==> config.mk <==
export PLATFORM = sky130hd
export DESIGN_NAME = broadcast_scheduler_flat
export DESIGN_NICKNAME = d
export VERILOG_FILES = /design/src/rtl/broadcast_scheduler_pkg.sv /design/src/rtl/broadcast_scheduler_if.sv /design/src/rtl/broadcast_scheduler_timer.sv /design/src/rtl/broadcast_scheduler.sv /design/src/flat_wrapper.sv
export SDC_FILE = /design/constraint.sdc
export NUM_CORES = 1
export LEC_CHECK = 0
export CAP_MARGIN = 20
export CORE_AREA = 2 2 76 78
export DETAILED_ROUTE_END_ITERATION = 8
export DIE_AREA = 0 0 78 80
export MAX_ROUTING_LAYER = met4
export PLACE_DENSITY = 0.93
export SETUP_SLACK_MARGIN = 0.15
export SYNTH_ARGS = -nofsm -noshare
export SYNTH_HDL_FRONTEND = slang
export SYNTH_SLANG_ARGS = --single-unit
==> constraint.sdc <==
create_clock -name clk -period 2.85 [get_ports clk]
set_clock_uncertainty 0.15 [all_clocks]
set_input_delay 0.7125 -clock clk [delete_from_list [all_inputs] [get_ports clk]]
set_output_delay 0.7125 -clock clk [all_outputs]
set_load 0.02 [all_outputs]
==> src/rtl/broadcast_scheduler_pkg.sv <==
// Shared constants and state encoding for the broadcast scheduler.
// BCAST_TIMEOUT_EN (optional define) enables channel timeout retirement.
package broadcast_scheduler_pkg;
  localparam int MESSAGE_SIZE = 32;
  localparam int N_CH         = 4;

  typedef enum logic [1:0] {
    IDLE,
    ISSUE,
    WAIT,
    DONE
  } bcast_state_t;
endpackage

==> src/rtl/broadcast_scheduler_if.sv <==
// Frame intake and sender-channel bundle for the broadcast scheduler.
// master = scheduler side, slave = control core / sender channels.
interface broadcast_scheduler_if;
  import broadcast_scheduler_pkg::*;

  logic                    frame_valid;
  logic [MESSAGE_SIZE-1:0] frame_data;
  logic                    frame_ready;
  logic [N_CH-1:0]         ch_start;
  logic [MESSAGE_SIZE-1:0] ch_data;
  logic [N_CH-1:0]         ch_done;

  modport master (
    input  frame_valid, frame_data, ch_done,
    output frame_ready, ch_start, ch_data
  );

  modport slave (
    output frame_valid, frame_data, ch_done,
    input  frame_ready, ch_start, ch_data
  );
endinterface

==> src/rtl/broadcast_scheduler_timer.sv <==
// WAIT-state watchdog: counts enabled cycles, flags the last permitted one.
// Only instantiated when BCAST_TIMEOUT_EN is defined.
module bcast_timeout_timer #(
  parameter int TIMEOUT = 65536
) (
  input  logic clk,
  input  logic rst,
  input  logic clear,
  input  logic enable,
  output logic expire
);
  localparam int TW = $clog2(TIMEOUT);

  logic [TW-1:0] count_reg;

  always_ff @(posedge clk or negedge rst) begin
    if (!rst) begin
      count_reg <= '0;
    end else if (clear) begin
      count_reg <= '0;
    end else if (enable) begin
      count_reg <= count_reg + 1'b1;
    end
  end

  assign expire = (count_reg == TW'(TIMEOUT - 1));
endmodule

==> src/rtl/broadcast_scheduler.sv <==
// Broadcasts one latched frame to all live sender channels and waits for every done.
// BCAST_TIMEOUT_EN defined: stalled channels are retired into dead_mask after TIMEOUT cycles.
module broadcast_scheduler
  import broadcast_scheduler_pkg::*;
#(
  parameter int TIMEOUT = 65536,
  parameter int CNT_W   = 16
) (
  input  logic                  clk,
  input  logic                  rst,
  broadcast_scheduler_if.master bus,
  input  logic [N_CH-1:0]       chan_en,
  input  logic                  revive,
  output logic [N_CH-1:0]       dead_mask,
  output logic                  bcast_done,
  output logic [CNT_W-1:0]      frame_count
);
  bcast_state_t            state_reg, state_next;
  logic [N_CH-1:0]         pending_reg, pending_next;
  logic [MESSAGE_SIZE-1:0] data_reg;
  logic [CNT_W-1:0]        count_reg;
  logic [N_CH-1:0]         live;
  logic [N_CH-1:0]         pending_masked;
  logic                    expire;
  logic                    timed_out;

  assign live           = chan_en & ~dead_mask;
  assign pending_masked = pending_reg & ~bus.ch_done;

  always_ff @(posedge clk or negedge rst) begin
    if (!rst) begin
      state_reg   <= IDLE;
      pending_reg <= '0;
      data_reg    <= '0;
      count_reg   <= '0;
    end else begin
      state_reg   <= state_next;
      pending_reg <= pending_next;
      if (state_reg == IDLE && bus.frame_valid) begin
        data_reg <= bus.frame_data;
      end
      if (state_reg == DONE) begin
        count_reg <= count_reg + 1'b1;
      end
    end
  end

  always_comb begin
    state_next   = state_reg;
    pending_next = pending_reg;
    timed_out    = 1'b0;
    unique case (state_reg)
      IDLE: begin
        if (bus.frame_valid) state_next = ISSUE;
      end
      ISSUE: begin
        pending_next = live;
        state_next   = (live == '0) ? DONE : WAIT;
      end
      WAIT: begin
        // Done pulses are applied before the timeout test, so a late done still counts.
        pending_next = pending_masked;
        if (pending_masked == '0) begin
          state_next = DONE;
        end else if (expire) begin
          timed_out    = 1'b1;
          pending_next = '0;
          state_next   = DONE;
        end
      end
      DONE: begin
        state_next = IDLE;
      end
      default: begin
        state_next = IDLE;
      end
    endcase
  end

`ifdef BCAST_TIMEOUT_EN
  logic [N_CH-1:0] dead_reg;

  bcast_timeout_timer #(
    .TIMEOUT (TIMEOUT)
  ) u_timer (
    .clk    (clk),
    .rst    (rst),
    .clear  (state_reg == ISSUE),
    .enable (state_reg == WAIT),
    .expire (expire)
  );

  // A channel retired in the same cycle as revive stays retired.
  always_ff @(posedge clk or negedge rst) begin
    if (!rst) begin
      dead_reg <= '0;
    end else begin
      dead_reg <= (revive ? '0 : dead_reg) | (timed_out ? pending_masked : '0);
    end
  end

  assign dead_mask = dead_reg;
`else
  logic unused_cfg;

  assign expire     = 1'b0;
  assign dead_mask  = '0;
  assign unused_cfg = revive ^ timed_out ^ (TIMEOUT > 1);
`endif

  assign bus.frame_ready = (state_reg == IDLE);
  assign bus.ch_start    = (state_reg == ISSUE) ? live : '0;
  assign bus.ch_data     = data_reg;
  assign bcast_done      = (state_reg == DONE);
  assign frame_count     = count_reg;
endmodule

==> src/flat_wrapper.sv <==
// flat-port wrapper written by rule: the top's interface ports become plain ports
module broadcast_scheduler_flat import broadcast_scheduler_pkg::*;
#(
  parameter int TIMEOUT = 65536,
  parameter int CNT_W   = 16
)
  (clk, rst, chan_en, revive, dead_mask, bcast_done, frame_count, bus_frame_valid, bus_frame_data, bus_ch_done, bus_frame_ready, bus_ch_start, bus_ch_data);
  broadcast_scheduler_if bus_i ();
  input  logic clk;
  input  logic rst;
  input  logic [N_CH-1:0] chan_en;
  input  logic revive;
  output logic [N_CH-1:0] dead_mask;
  output logic bcast_done;
  output logic [CNT_W-1:0] frame_count;
  input wire logic [$bits(bus_i.frame_valid)-1:0] bus_frame_valid;
  input wire logic [$bits(bus_i.frame_data)-1:0] bus_frame_data;
  input wire logic [$bits(bus_i.ch_done)-1:0] bus_ch_done;
  output wire logic [$bits(bus_i.frame_ready)-1:0] bus_frame_ready;
  output wire logic [$bits(bus_i.ch_start)-1:0] bus_ch_start;
  output wire logic [$bits(bus_i.ch_data)-1:0] bus_ch_data;
  assign bus_i.frame_valid = bus_frame_valid;
  assign bus_i.frame_data = bus_frame_data;
  assign bus_i.ch_done = bus_ch_done;
  assign bus_frame_ready = bus_i.frame_ready;
  assign bus_ch_start = bus_i.ch_start;
  assign bus_ch_data = bus_i.ch_data;
  broadcast_scheduler #(.TIMEOUT(TIMEOUT), .CNT_W(CNT_W)) u_core (.clk(clk), .rst(rst), .bus(bus_i), .chan_en(chan_en), .revive(revive), .dead_mask(dead_mask), .bcast_done(bcast_done), .frame_count(frame_count));
endmodule
# Word level (Yosys, flattened, before mapping)
# Cells that the tools add are included.
[totals] in_bits=44 ff_bits=54 mem_bits_ro=0 latchBits=0 ramBits=0 mem_count=0
[classes] order_cmp=0 n_shift=0 bitwise=2 n_mul=0 n_reduce_logical=6 n_eq_ne=5 addsub=1 muxes=6 div_mod_pow=0
[op_table] operator="adder 16 x 1 -> 16 bit (second input constant)" n=1
[op_table] operator="zero test 4 bit" n=2
[op_table] operator="case mux 2 bit (4 select lines)" n=1
[op_table] operator="case mux 4 bit (2 select lines)" n=1
[op_table] operator="AND 4 bit" n=1
[op_table] operator="== test 2 bit (second input constant)" n=2
[op_table] operator="two-way mux 2 bit" n=2
[op_table] operator="two-way mux 4 bit" n=1
[op_table] operator="inverter 4 bit" n=1
[op_table] operator="== test 2 x 1 -> 1 bit (second input constant)" n=1
[op_table] operator="zero test 2 bit" n=1
[op_table] operator="inequality test 2 x 1 -> 1 bit (second input constant)" n=1
[op_table] operator="inequality test 2 bit (second input constant)" n=1
[op_table] operator="AND reduction 2 bit" n=1
[op_table] operator="nonzero test 2 bit" n=1
[op_table] operator="logical AND 1 bit" n=1
[op_table] operator="two-way mux 1 bit" n=1

# Depth between registers and ports, before layout
[logic_depth] ltp_word=5 mapped_depth=6 ltp_nobuf=5

# Worst setup path after synthesis
# No wires, ideal clock.
[synth_timing] path_type="input -> output" startpoint="input chan_en[3]" endpoint="output bus_ch_start[3]" n_path_buf=0 path_slack_ns=1.059 path_stages=1 arrival_ns=0.928 required_ns=1.987 path_cell_list="and2_1"
[synth_via] elab_chain_len=1
[synth_rtl] item="from (decl)" line="flat_wrapper.sv:11" text="input logic [N_CH-1:0] chan_en;"
[synth_rtl] item="two-way mux 4 bit" line="broadcast_scheduler.sv:112" text="assign bus.ch_start = (state_reg == ISSUE) ? live : '0;"
[synth_rtl] item="to (decl)" line="flat_wrapper.sv:20" text="output wire logic [$bits(bus_i.ch_start)-1:0] bus_ch_start;"
# No other way between the ends.

# Final worst setup path
[layout_timing] startpoint="register u_core.state_reg[0]" endpoint="output bus_frame_ready"
[layout_via] elab_chain_len=1
[layout_rtl] item="from (decl)" line="broadcast_scheduler.sv:18" text="bcast_state_t state_reg, state_next;"
[layout_rtl] item="from (signal assigned)" line="broadcast_scheduler.sv:37" text="state_reg <= state_next;"
[layout_rtl] item="zero test 2 bit" line="broadcast_scheduler.sv:111" text="assign bus.frame_ready = (state_reg == IDLE);"
[layout_rtl] item="to (decl)" line="flat_wrapper.sv:19" text="output wire logic [$bits(bus_i.frame_ready)-1:0] bus_frame_ready;"
# No other way between the ends.

==> run metrics <==
Worst-Margin Slew=0.5212 ns; Unique masters post-synth=31; FF-to-FF Start=u_core.state_reg[0]$_DFFE_PN0P_; CP peak stage delay=0.64 ns; DR pass1 iterations=4; IO Count=102; Max Cap Viol=0; CTS Hold Bufs=0; crit path launch type=flop; CTS Buf Count=5; GRT Util Overall=17.49%; FILL cells=443; clock share of power=about an eighth; DR WL/cell=14.80 um; most frequent cells in the layout=clkdlybuf4s50_1 (91), dfrtp_1 (54), mux2_2 (33); vias in the first global route=1758; root buf cell=clkbuf_8; core area=5405 um^2; drt drc=0; Slowest-stage cell, CP=clkdlybuf4s50_1; Die Wd=between 70 and 80 um; max FFs per register=32; reg-to-reg endpoint=u_core.bus.ch_data[5]$_DFFE_PN0P_; Max FO, Critical Path=5; crit path cell chain=inv_1, ha_1, clkdlybuf4s50_1; P&R area growth vs syn=49.12%; CP required=1.99 ns; antenna viol nets, final=0; initial antenna violation count=0; Gate power share=51.4%; PortBufs=96; relative slew slack=about 65%; critical path arrival=1.73 ns; Avg Cell Area, Syn=between 10 and 15 um^2; die area=6240 um^2; Ys Warns=0; Initial DRC Count=43; total power draw=3.616 mW; kind of end point of the critical path=primary output; setup ws final=0.2555 ns; RSZ-0062 raised after global routing=false; Crit path depth=3; Psw=1.318 mW; DR vias/cell=slightly below 5; via count=1682; crit path kind=reg2out; FF-to-FF path depth=5; Routed WL=5120 um; fmax=0.3854 GHz; RePlAce Congestion=approximately 0.8; Cells after Synth=170; setup TNS=0 ns; setup slack, reg-to-reg=0.91 ns; Final setup viols=0; Cell Int Power=2.298 mW; dpl ws=0.04261 ns; Remaining Overflow, GRT=0; layout cells sized above 1=20.07%; pin count of the biggest net entering global routing=30; Seq/Total Area, Yosys=between 50 and 60%; Inserted Diodes=0; Final Hold Viols=0; Yosys reg bits=54; fin crit share=91.04%; standard-cell rows=27; Max Slew Vio Count=0; Clock Latency Late Sink=0.29 ns; Post-Layout Inst Area=3506 um^2; minimum clock period=2.595 ns; CTS clk-pin slew, worst paths=0.09 ns; Synth Cell Area=2351 um^2; class of the worst hold path=in2async; first-pass GRT wire length=8300 um; Final nets=approximately 320; H-tree levels=2; most common cell after layout, fill and taps aside=clkdlybuf4s50_1; leakage=1.542 nW; setup bufs post-CTS=0; family with the most delay on the worst path=buffers and inverters; IR drop worst, VDD=0.6209 mV; register share of total power=a little over a third; die height=80 um; HPWL after detailed placement=3858 um; status=complete, no violations; CTS tree=yes; sw frac=approximately 36%; CP bufs+invs=2; CTS resizes=4; PwrDens=1031 nW/um^2; Placed Area=between 3000 and 4000 um^2; Max clock buf depth=2; clock sinks=54; initial core utilization=between 40 and 50%
[routing by layer]
layer	share of wire [%]	wire (um)	global-route usage, %
met1	42	2163	21.48
met2	52	2654	30.60
met3	5.4	279	2.941
met4	0.45	23	3.860
met5	0	0	-
[area by class of cell]
type / count / area (um^2) / share of cell area [%]
clock inverters: 1 / 8.758 / 0.2498
multi-input cells: 106 / 939.7 / 26.80
flip-flops and latches: 54 / 1351 / 38.54
inverters: 5 / 18.77 / 0.5353
clock buffers: 7 / 96.34 / 2.748
well taps: 72 / 90.09 / 2.570
repair buffers: 101 / 1001 / 28.55
[metrics by stage]
stage / instances / util, % / hold slack, ns
after floorplan: 173 / - / 0.2669
after global placement: 338 / 63.01 / 0.3076
after detailed placement: 338 / 63.01 / 0.3124
after CTS: 346 / 64.86 / 0.2301
after global routing: 346 / 64.86 / 0.2530
final: 346 / 64.86 / 0.2280
[kinds of logic after synthesis]
family	after synthesis	synth area share [%]
flops	54	57.48
simple gates	36	10.11
mux	34	16.44
xor+xnor	15	5.588
buf+inv	13	3.034
compound gates	12	4.524
fa+ha+maj	5	2.661
other cells	1	0.1595
[Yosys cell counts, drive strengths merged]
cell type	number	area, um^2
and3	3	18.77
inv	5	18.77
o41ai	1	27.53
nand4	4	46.29
buf	8	52.55
nor3	3	25.02
o21ai	5	28.78
xor2	6	52.55
a2bb2oi	1	8.760
a31oi	1	6.260
nand2	6	22.52
nor2b	5	38.78
nand2b	1	6.260
a22o	4	35.03
and4	2	17.52
and2	4	25.02
xnor2	9	78.83
nor2	4	15.01
mux2	34	386.6
nand3b	1	7.510
ha	5	62.56
nand3	3	15.01
dfrtp	54	1351
conb	1	3.750
[worst max-delay path by stage]
stage,slack [ns],from,endpoint
floorplan,1.06,chan_en[3],bus_ch_start[3]
global placement,0.06,chan_en[0],bus_ch_start[0]
detailed placement,0.04,chan_en[3],bus_ch_start[3]
CTS,0.26,u_core.state_reg[0]$_DFFE_PN0P_,bus_frame_ready
global route,0.17,u_core.state_reg[0]$_DFFE_PN0P_,bus_frame_ready
finish,0.26,u_core.state_reg[0]$_DFFE_PN0P_,bus_frame_ready
[worst reg2reg max path, stage by stage, from the launching register on]
cell     delay (ns)
dfrtp_1        0.45
inv_1          0.10
ha_1           0.25
nand2_1        0.27
buf_12         0.24
mux2_2         0.37
[power groups by stage]
stage | clock network, mW | logic [mW] | registers, mW
after floorplan | 0 | 0.713 | 1.62
after global placement | 0 | 1.82 | 1.28
after detailed placement | 0 | 1.88 | 1.30
after CTS | 0.477 | 1.88 | 1.29
after global routing | 0.511 | 1.97 | 1.34
final | 0.462 | 1.86 | 1.29
Note: power is estimated with default switching activity, not from simulation.
